`config.mk`:
```
export PLATFORM = sky130hd
export DESIGN_NAME = clk_period_meter
export DESIGN_NICKNAME = d
export VERILOG_FILES = /design/src/rtl/clk_period_meter.sv
export SDC_FILE = /design/constraint.sdc
export NUM_CORES = 1
export LEC_CHECK = 0
export CORE_MARGIN = 2
export CORE_UTILIZATION = 60
export CTS_CLUSTER_DIAMETER = 150
export DETAILED_ROUTE_END_ITERATION = 8
export PLACE_DENSITY = 0.83
export REMOVE_ABC_BUFFERS = 1
export SLEW_MARGIN = 20
export SYNTH_ARGS = -nofsm -noshare
export SYNTH_HDL_FRONTEND = slang
export SYNTH_SLANG_ARGS = --single-unit
```
`constraint.sdc`:
```
create_clock -name clk -period 5 [get_ports clk]
set_clock_uncertainty 0.05 [all_clocks]
set_input_delay 1 -clock clk [delete_from_list [all_inputs] [get_ports clk]]
set_output_delay 1 -clock clk [all_outputs]
set_load 0.02 [all_outputs]
```
`src/rtl/clk_period_meter.sv`:
```
// clk_period_meter: measures period and high time of a slow, asynchronous
// clock-like input in clk cycles, flags lock on a stable period and flags
// overflow when the input stops toggling.
//
// state | meaning
// IDLE  | disabled; counters held at zero
// ARM   | waiting for the first rising edge of the synchronized input
// MEAS  | counting period/high time between consecutive rising edges
module clk_period_meter #(
  parameter int CNT_W       = 16,
  parameter int LOCK_N      = 4,
  parameter int SYNC_STAGES = 2
) (
  input  logic             clk,
  input  logic             reset,
  input  logic             sig_in,
  input  logic             enable,
  output logic [CNT_W-1:0] period,
  output logic [CNT_W-1:0] high_time,
  output logic             meas_valid,
  output logic             locked,
  output logic             overflow
);

  localparam int MW = $clog2(LOCK_N + 1);
  localparam logic [CNT_W-1:0] CNT_MAX  = '1;
  localparam logic [CNT_W-1:0] CNT_ONE  = CNT_W'(1);
  localparam logic [MW-1:0]    LOCK_TGT = MW'(LOCK_N);
  localparam logic [MW-1:0]    M_ONE    = MW'(1);

  typedef enum logic [1:0] {
    IDLE = 2'd0,
    ARM  = 2'd1,
    MEAS = 2'd2
  } state_t;

  state_t state, state_nxt;

  logic [SYNC_STAGES-1:0] sync_q;
  logic                   s;
  logic                   s_prev;
  logic                   rise;

  logic [CNT_W-1:0] p_cnt, p_nxt;
  logic [CNT_W-1:0] h_cnt, h_nxt;
  logic [CNT_W-1:0] period_nxt, high_nxt;
  logic             mv_nxt, locked_nxt, ovf_nxt;
  logic [MW-1:0]    match_cnt, match_nxt, match_new;

  assign s    = sync_q[SYNC_STAGES-1];
  assign rise = s & ~s_prev;

  // Synchronize sig_in and keep one cycle of history for edge detection;
  // runs regardless of enable so history is valid on re-enable.
  always_ff @(posedge clk) begin
    if (reset) begin
      sync_q <= '0;
      s_prev <= 1'b0;
    end else begin
      sync_q <= {sync_q[SYNC_STAGES-2:0], sig_in};
      s_prev <= s;
    end
  end

  // State, counters and result registers.
  always_ff @(posedge clk) begin
    if (reset) begin
      state      <= IDLE;
      p_cnt      <= '0;
      h_cnt      <= '0;
      period     <= '0;
      high_time  <= '0;
      meas_valid <= 1'b0;
      match_cnt  <= '0;
      locked     <= 1'b0;
      overflow   <= 1'b0;
    end else begin
      state      <= state_nxt;
      p_cnt      <= p_nxt;
      h_cnt      <= h_nxt;
      period     <= period_nxt;
      high_time  <= high_nxt;
      meas_valid <= mv_nxt;
      match_cnt  <= match_nxt;
      locked     <= locked_nxt;
      overflow   <= ovf_nxt;
    end
  end

  // Next-state and datapath decisions; a rise beats counter saturation.
  always_comb begin
    state_nxt  = state;
    p_nxt      = p_cnt;
    h_nxt      = h_cnt;
    period_nxt = period;
    high_nxt   = high_time;
    mv_nxt     = 1'b0;
    match_nxt  = match_cnt;
    locked_nxt = locked;
    ovf_nxt    = overflow;
    match_new  = M_ONE;

    // match_cnt == 0 marks the first result since arming
    if ((match_cnt != '0) && (p_cnt == period)) begin
      match_new = (match_cnt >= LOCK_TGT) ? LOCK_TGT : match_cnt + M_ONE;
    end

    if (!enable) begin
      state_nxt  = IDLE;
      p_nxt      = '0;
      h_nxt      = '0;
      match_nxt  = '0;
      locked_nxt = 1'b0;
      ovf_nxt    = 1'b0;
    end else begin
      case (state)
        IDLE: begin
          p_nxt     = '0;
          h_nxt     = '0;
          state_nxt = ARM;
        end
        ARM: begin
          if (rise) begin
            state_nxt = MEAS;
            p_nxt     = CNT_ONE;
            h_nxt     = CNT_ONE;
          end
        end
        MEAS: begin
          if (rise) begin
            period_nxt = p_cnt;
            high_nxt   = h_cnt;
            mv_nxt     = 1'b1;
            p_nxt      = CNT_ONE;
            h_nxt      = CNT_ONE;
            match_nxt  = match_new;
            locked_nxt = (match_new >= LOCK_TGT);
          end else if (p_cnt == CNT_MAX) begin
            ovf_nxt    = 1'b1;
            locked_nxt = 1'b0;
            match_nxt  = '0;
            p_nxt      = '0;
            h_nxt      = '0;
            state_nxt  = ARM;
          end else begin
            p_nxt = p_cnt + CNT_ONE;
            h_nxt = h_cnt + {{(CNT_W-1){1'b0}}, s};
          end
        end
        default: begin
          state_nxt = IDLE;
          p_nxt     = '0;
          h_nxt     = '0;
        end
      endcase
    end
  end

endmodule

```
Yosys cells after proc, flatten, opt, wreduce, memory -nomap -nowiden
Index checks and enable logic that the tools add are counted.

$add $sub $neg: 3. Magnitude comparators: 2. Equal/unequal tests: 7. Muxes and demuxes: 18. Bitwise logic cells: 5. Reductions and logical operators: 10.

Operators with widths (count): 2-to-1 mux 16 bit (5); case mux 16 bit (2 select lines) (2); adder 16 x 1 -> 16 bit (1); adder 16 x 1 -> 16 bit, second input constant (1); == test 16 bit (1); == test 16 bit, second input constant (1); 2-to-1 mux 3 bit (4); AND reduction 3 bit (3); greater-or-equal comparator 3 bit, second input constant (2); 2-to-1 mux 2 bit (3); inequality test 2 bit, second input constant (3); case mux 2 bit (3 select lines) (1); inverter 1 bit (4); adder 3 x 1 -> 3 bit, second input constant (1); 2-to-1 mux 1 bit (3); nonzero test 3 bit (1); OR reduction 3 bit (1); == test 2 x 1 -> 1 bit, second input constant (1); == test 2 bit, second input constant (1); zero test 2 bit (1); AND reduction 2 bit (1); nonzero test 2 bit (1); OR reduction 2 bit (1); AND 1 bit (1); logical AND 1 bit (1).

Bits in registers: 75. Input port bits: 4. Word-level logic and storage cells: 56.

Logic depth before layout (Yosys ltp)
Gate-level depths: netlist of run 1.

Depth in word-level cells: 5. Gate-level depth with buffers: 8.

Least setup slack after synthesis of run 1
No wires, ideal clock.

Path kind: input to register. Start point: in reset. End point: reg p_cnt[8]. Arrival time: 1885 ps. Slack: 3000 ps. Cell stages on the path: 5. Path through: clkbuf_1 -> nor2b_1 -> o21ai_2 -> buf_2 -> nor2_1.

Cells in the longest elaborated chain, start to end: 1.

RTL lines: from (decl) (line 15) `input logic reset,`; OR reduction 2 bit (no line); to (signal assigned) (line 79) `p_cnt <= p_nxt;`; to (decl) (line 44) `logic [CNT_W-1:0] p_cnt, p_nxt;`.

Every way passes these cells. A chain may end at the register's enable or synchronous reset.

Final worst setup path of run 1
Start point: reg p_cnt[0]. End point: reg h_cnt[13].

Cells in the longest elaborated chain, start to end: 4.

RTL lines: == test 16 bit (line 138) `end else if (p_cnt == CNT_MAX) begin`; 2-to-1 mux 16 bit (line 138); 2-to-1 mux 16 bit (line 130) `if (rise) begin`; case mux 16 bit (2 select lines) (line 116) `case (state)`; to (signal assigned) (line 80) `h_cnt <= h_nxt;`; to (decl) (line 45) `logic [CNT_W-1:0] h_cnt, h_nxt;`.

Every way passes these cells.

==> results.toml, run 1 <==
[cts]
cts_buffers = 9
root_buffer = "clkbuf_8"
h-tree-depth = 3
clk-insertion-delay-late_ns = 0.35
post_cts_buffers = 0
cts_buffer_depth = 2
clock_sinks = 74
cts_resized = 0
tritoncts = "done"
cts.clk_slew.worst_paths_ns = 0.07
cts_hold_buf = 0

[cells_and_area]
syn2layout_area_growth_pct = 17.4
fillers = 430
drive_gt1_frac = 0.0600
nets = 443
multi_input_area_mm2 = 0.00171
stdcell_area_mm2 = 0.00392
diodes = 0
register_area_mm2 = 0.00148

[global_routing]
grt_pass1_wl_um = 12000
grt_start_max_net_pins = 37
antenna_found_initial = 0
grt_pass1_vias = 2627
grt_usage = 0.242
gr-total-overflow = 0

[routing]
drt_wl_total_um = 7130
post_drt_wl_per_cell_um = 14.1
antenna_left = 0
drtIter0Drc = 116
num_vias = 2811
firstDrtPassIters = 4
viasPerCell = 5.57
drc_errors = 0

[synth]
ys_warn_count = 0
synth_top_family_by_area = "simple AND/OR/NAND/NOR gates"
synth_area_per_cell_um2 = 8.26
synth_area_mm2 = 0.00334
synthAdderAreaFrac = 0.0375
synth_edf_count = 0
synth.area.top_cells = "dfxtp_1 (44%), nand2_1 (9.6%), xnor2_1 (6.8%)"
yosysSeqAreaShare = 0.444
synth_mux_area_frac = 0
synth-main-ff-cell = "dfxtp_1"
synth-seq-cells = 74
syn_inst = 404
synthSimpleGateAreaFrac = 0.243
synth_xor_area_frac = 0.102
synth-compound-area-share = 0.129
yosysTopAreaCellShare = 0.444
async_reset_ff_frac = 0
synth_area_leader_cell = "dfxtp_1"
synth_cell_type_count = 45

[setup_path]
crit_path_top_delay_cell = "o21ai_2"
path_buf_inv = 0
startpoint_type = "flop"
crit_family = "simple AND/OR/NAND/NOR gates"
criticalPathCategory = "flop to flop"
arrival_ns = 2.81
crit_chain = "ha_1 -> nand4_1 -> nor4_4 -> nor2_2 -> o21ai_2 -> nor2_1"
crit_required_ns = 5.14
critical_path.endpoint_type = "flop"
slowest_delay_ns = 0.80
crit_fanout = 25

[timing]
fin_setup_tns_ns = 0
max_freq_ghz = 0.374
finalHoldViolCount = 0
setup_violations = 0
slew_viol_final = 0
hold_ws_ns = 0.410
worst_pin_slew_ns = 0.987
fin_crit_sh = 0.535
slew_headroom = 0.342
rsz0062_at_grt = "no"
min_period_ns = 2.67

[power]
power.share.combinational = 0.025
p_int_mw = 0.853
power.total_mw = 1.09
powerDensity_mw_per_mm2 = 278
vdd_drop_max_mv = 0.243
clockPowerShare = 0.432
p_sw_mw = 0.236
p_leak_nw = 1.29
p_seq_frac = 0.543
swShare = 0.217

[floorplanning]
coreArea_mm2 = 0.00544
start_util = 0.613
rows = 27
die_h_um = 78.6
io_pins = 39
die-area_mm2 = 0.00617
die_w_um = 78.6

[place]
dpl_cell_area_mm2 = 0.00371
port-buffer-count = 38
routabilityCongestion = 0.835
dpl.hpwl_um = 4740

[hold_path]
min_path_type = "flop to flop"

[outcome]
outcome = "complete, no violations"

[job]
drv_cap = 0
-- routing by layer --
| metal | vias to the layer above | routed length [um] | track usage |
|---|---|---|---|
| met4 | 0 | 64 | 0.104 |
| li1 | 1411 | - | - |
| met3 | 6 | 269 | 0.0368 |
| met5 | - | 0 | 0 |
| met1 | 1331 | 3210 | 0.303 |
| met2 | 63 | 3580 | 0.413 |
-- path summary, 6_finish.rpt --
kind                             start                        end  slack, ns  depth (start not counted)
min reg2reg  high_time[6]$_SDFFE_PP0P_  high_time[6]$_SDFFE_PP0P_       0.41                          2
max              p_cnt[0]$_SDFFE_PP0P_     h_cnt[13]$_SDFFE_PP0P_       2.33                          6
min          high_time[6]$_SDFFE_PP0P_  high_time[6]$_SDFFE_PP0P_       0.41                          2
max reg2reg      p_cnt[0]$_SDFFE_PP0P_     h_cnt[13]$_SDFFE_PP0P_       2.33                          6
-- state kept, by name, indices dropped and copies added (netlist names) --
name and flops:
meas_valid 1, overflow 1, match_cnt 2, h_cnt 16, locked 1, period 16
sync_q 2, high_time 16, p_cnt 16, s_prev 1, state 2
-- power by group through the flow --
stage          registers (mW)  clock network [mW]  logic [mW]
2_1_floorplan           0.605                   0      0.0137
3_3_place_gp            0.605                   0      0.0257
3_5_place_dp            0.605                   0      0.0266
4_1_cts                 0.592               0.476      0.0268
5_1_grt                 0.592               0.499      0.0294
6_report                0.592               0.470      0.0271
-- stage by stage --
| stage | std cells | setup slack [ns] | utilization |
|---|---|---|---|
| after global routing | 505 | 2.10 | 0.720 |
| after detailed placement | 490 | 1.95 | 0.683 |
| after CTS | 505 | 2.29 | 0.720 |
| after floorplan | 379 | 2.95 | - |
| after global placement | 490 | 1.89 | 0.682 |
| final | 505 | 2.33 | 0.720 |
-- worst min-delay path: stages, from the launching register on --
cell and delay [ns]:
dfxtp_1 0.31, nand2_1 0.05, a21oi_1 0.05
-- logic make-up after synthesis --
family | count (synthesis)
and+or+nand+nor | 175
DFF | 74
AOI/OAI and AO/OA | 70
xor gates and xnor gates | 39
buffers and inverters | 36
adders and majority gates | 10
-- cells in the final DEF, fill, tap and decap left out, types with 2 or more instances in the layout --
cell             Yosys  final
nand2_1             85     85
dfxtp_1             74     74
a21oi_1             40     40
clkdlybuf4s50_1      0     38
nor2_1              35     35
xnor2_1             26     26
nand3_1             14     13
xor2_1              13     13
inv_1               11     11
clkbuf_8             0     11
nand4_1             10     10
ha_1                10     10
nor3_1               8      8
nor2b_1              6      6
o21ai_0              5      5
a211oi_1             3      3
a41oi_1              3      3
a31oi_1              3      3
o2111ai_1            3      3
nand2b_1             2      2
o22ai_1              2      2
and2_1               2      2
nor4_1               2      2
-- synth_stat cells, types with 2 or more instances --
library cell and n:
buf_2 7, nor3_1 8, nor2_1 35, nor4_1 2
nand2b_1 2, a41oi_1 3, a21oi_1 40, o22ai_1 2
nand4_1 10, clkbuf_1 16, nand3_1 14, dfxtp_1 74
and3_1 2, nor2b_1 6, xnor2_1 26, o21ai_0 5
inv_1 11, a211oi_1 3, a31oi_1 3, ha_1 10
and2_1 2, xor2_1 13, nand2_1 85, o2111ai_1 3
clkbuf_2 2
-- area by class of cell --
class                      instances  area share
clock inverter                     4      0.0131
clock buffer                      11      0.0386
timing repair buffer              39      0.0990
multi-input combinational        294       0.438
tap                               72      0.0230
sequential                        74       0.378
inverter                          11      0.0105
(Power assumes the default switching activity.)
==> run 2, diff against run 1 <==
Settings changed: CORE_UTILIZATION 60 to 55, PLACE_DENSITY 0.83 to 0.77.
Clock period 5 ns to 2.7 ns, I/O delays scaled along.
==> run 2 against run 1 <==
Total power rose by 92%. Highest routed layer unchanged. Routed wire length up 0.25%. Critical endpoint is now p_cnt[13]$_SDFFE_PP0P_. Sequential power increased by 86%. Hold slack got worse by 0.016 ns. Clock power is 100% higher.
==> results.toml, run 2 (same netlist as run 1, synthesis figures left out) <==
[outcome]
outcome = "complete, no violations"

[cts]
clk-insertion-delay-late_ns = 0.35
cts_hold_buf = 0
clock_sinks = 74
cts.clk_slew.worst_paths_ns = 0.08
cts_buffer_depth = 2
h-tree-depth = 3
post_cts_buffers = 0
root_buffer = "clkbuf_8"
tritoncts = "done"
cts_buffers = 9
cts_resized = 0

[floorplanning]
rows = 28
die-area_mm2 = 0.00670
coreArea_mm2 = 0.00589
die_w_um = 81.9
die_h_um = 81.9
start_util = 0.567
io_pins = 39

[timing]
fin_crit_sh = 0.842
setup_ws_ns = 0.428
fin_setup_tns_ns = 0
worst_pin_slew_ns = 0.682
rsz0062_at_grt = "no"
setup_violations = 0
hold_ws_ns = 0.394
slew_headroom = 0.544
min_period_ns = 2.27
max_freq_ghz = 0.440
finalHoldViolCount = 0
slew_viol_final = 0

[place]
routabilityCongestion = 0.956
dpl_cell_area_mm2 = 0.00378
dp_slack_ns = 0.454
port-buffer-count = 38
dpl.hpwl_um = 5040
dp_cells = 501

[setup_path]
critical_path.endpoint_type = "flop"
slowest_delay_ns = 0.62
arrival_ns = 2.50
crit_chain = "inv_1 -> ha_1 -> nand3_1 -> nor2_2 -> or4b_2 -> o22ai_1"
crit_fanout = 9
crit_path_top_delay_cell = "or4b_2"
criticalPathCategory = "flop to flop"
startpoint_type = "flop"
crit_required_ns = 2.93

[routing]
post_drt_wl_per_cell_um = 13.8
viasPerCell = 5.52
firstDrtPassIters = 4
drtIter0Drc = 175
drc_errors = 0
antenna_left = 0
num_vias = 2856
drt_wl_total_um = 7140

[cells_and_area]
stdcell_area_mm2 = 0.00400
final_cell_mix = "nand2_1 (85), dfxtp_1 (74), a21oi_1 (40), clkdlybuf4s50_1 (38), nor2_1 (35)"
diodes = 0
layout.cells.non_filler = 517
drive_gt1_frac = 0.0747
final_common_cell = "nand2_1"
nets = 451
syn2layout_area_growth_pct = 20.0
post-route-util = 0.680

[power]
powerDensity_mw_per_mm2 = 523
vdd_drop_max_mv = 0.370
power.total_mw = 2.09
p_leak_nw = 1.34

[global_routing]
grt_pass1_vias = 2563
grt_pass1_wl_um = 12000
gr-total-overflow = 0
antenna_found_initial = 0
grt_start_max_net_pins = 36
grt_usage = 0.235

[job]
drv_cap = 0

[hold_path]
min_path_type = "flop to flop"
==> run 2: changes by cell type in the layout (fill, tap and decap cells not counted), sizes merged <==
cell,before,now
buf,1,9
clkbuf,11,9
bufinv,1,2
clkinv,2,3
clkinvlp,1,2
==> run 2: final timing paths <==
kind	from	endpoint	slack, ns	cells after the start
hold / removal	sync_q[0]$_SDFF_PP0_	sync_q[1]$_SDFF_PP0_	0.39	1
setup / recovery	state[0]$_SDFFE_PP0P_	p_cnt[13]$_SDFFE_PP0P_	0.43	6
hold reg to reg	sync_q[0]$_SDFF_PP0_	sync_q[1]$_SDFF_PP0_	0.39	1
setup reg to reg	state[0]$_SDFFE_PP0P_	p_cnt[13]$_SDFFE_PP0P_	0.43	6
==> run 2: area by class of cell <==
type,count,area (um2)
Timing Repair Buffer,47,460
Sequential cell,74,1480
Fill cell,489,1880
Clock buffer,9,124
Clock inverter,7,93.8
Inverter,11,41.3
Tap cell,75,93.8
Multi-Input combinational cell,294,1710
==> run 2: metal layers <==
layer | GRT usage | up-vias | share of wire
met5 | 0 | - | 0
li1 | - | 1427 | -
met1 | 0.296 | 1356 | 0.46
met3 | 0.0593 | 8 | 0.040
met2 | 0.387 | 65 | 0.49
met4 | 0.0867 | 0 | 0.010
==> run 2: where the power goes <==
part / total [mW] / internal (mW) / switching (mW)
clock network: 0.945 / 0.518 / 0.427
registers: 1.10 / 1.09 / 0.00205
logic: 0.0537 / 0.0171 / 0.0366
total: 2.09 / 1.63 / 0.466
==> run 2: worst max-delay path, delay by kind of cell (launching register included) <==
kind                     cells  cell delay [ns]
AND/OR/NAND/NOR              3             1.17
AO/OA/AOI/OAI                1             0.17
adder cells (fa/ha/maj)      1             0.36
buffers and inverters        1             0.08
flip-flops                   1             0.38
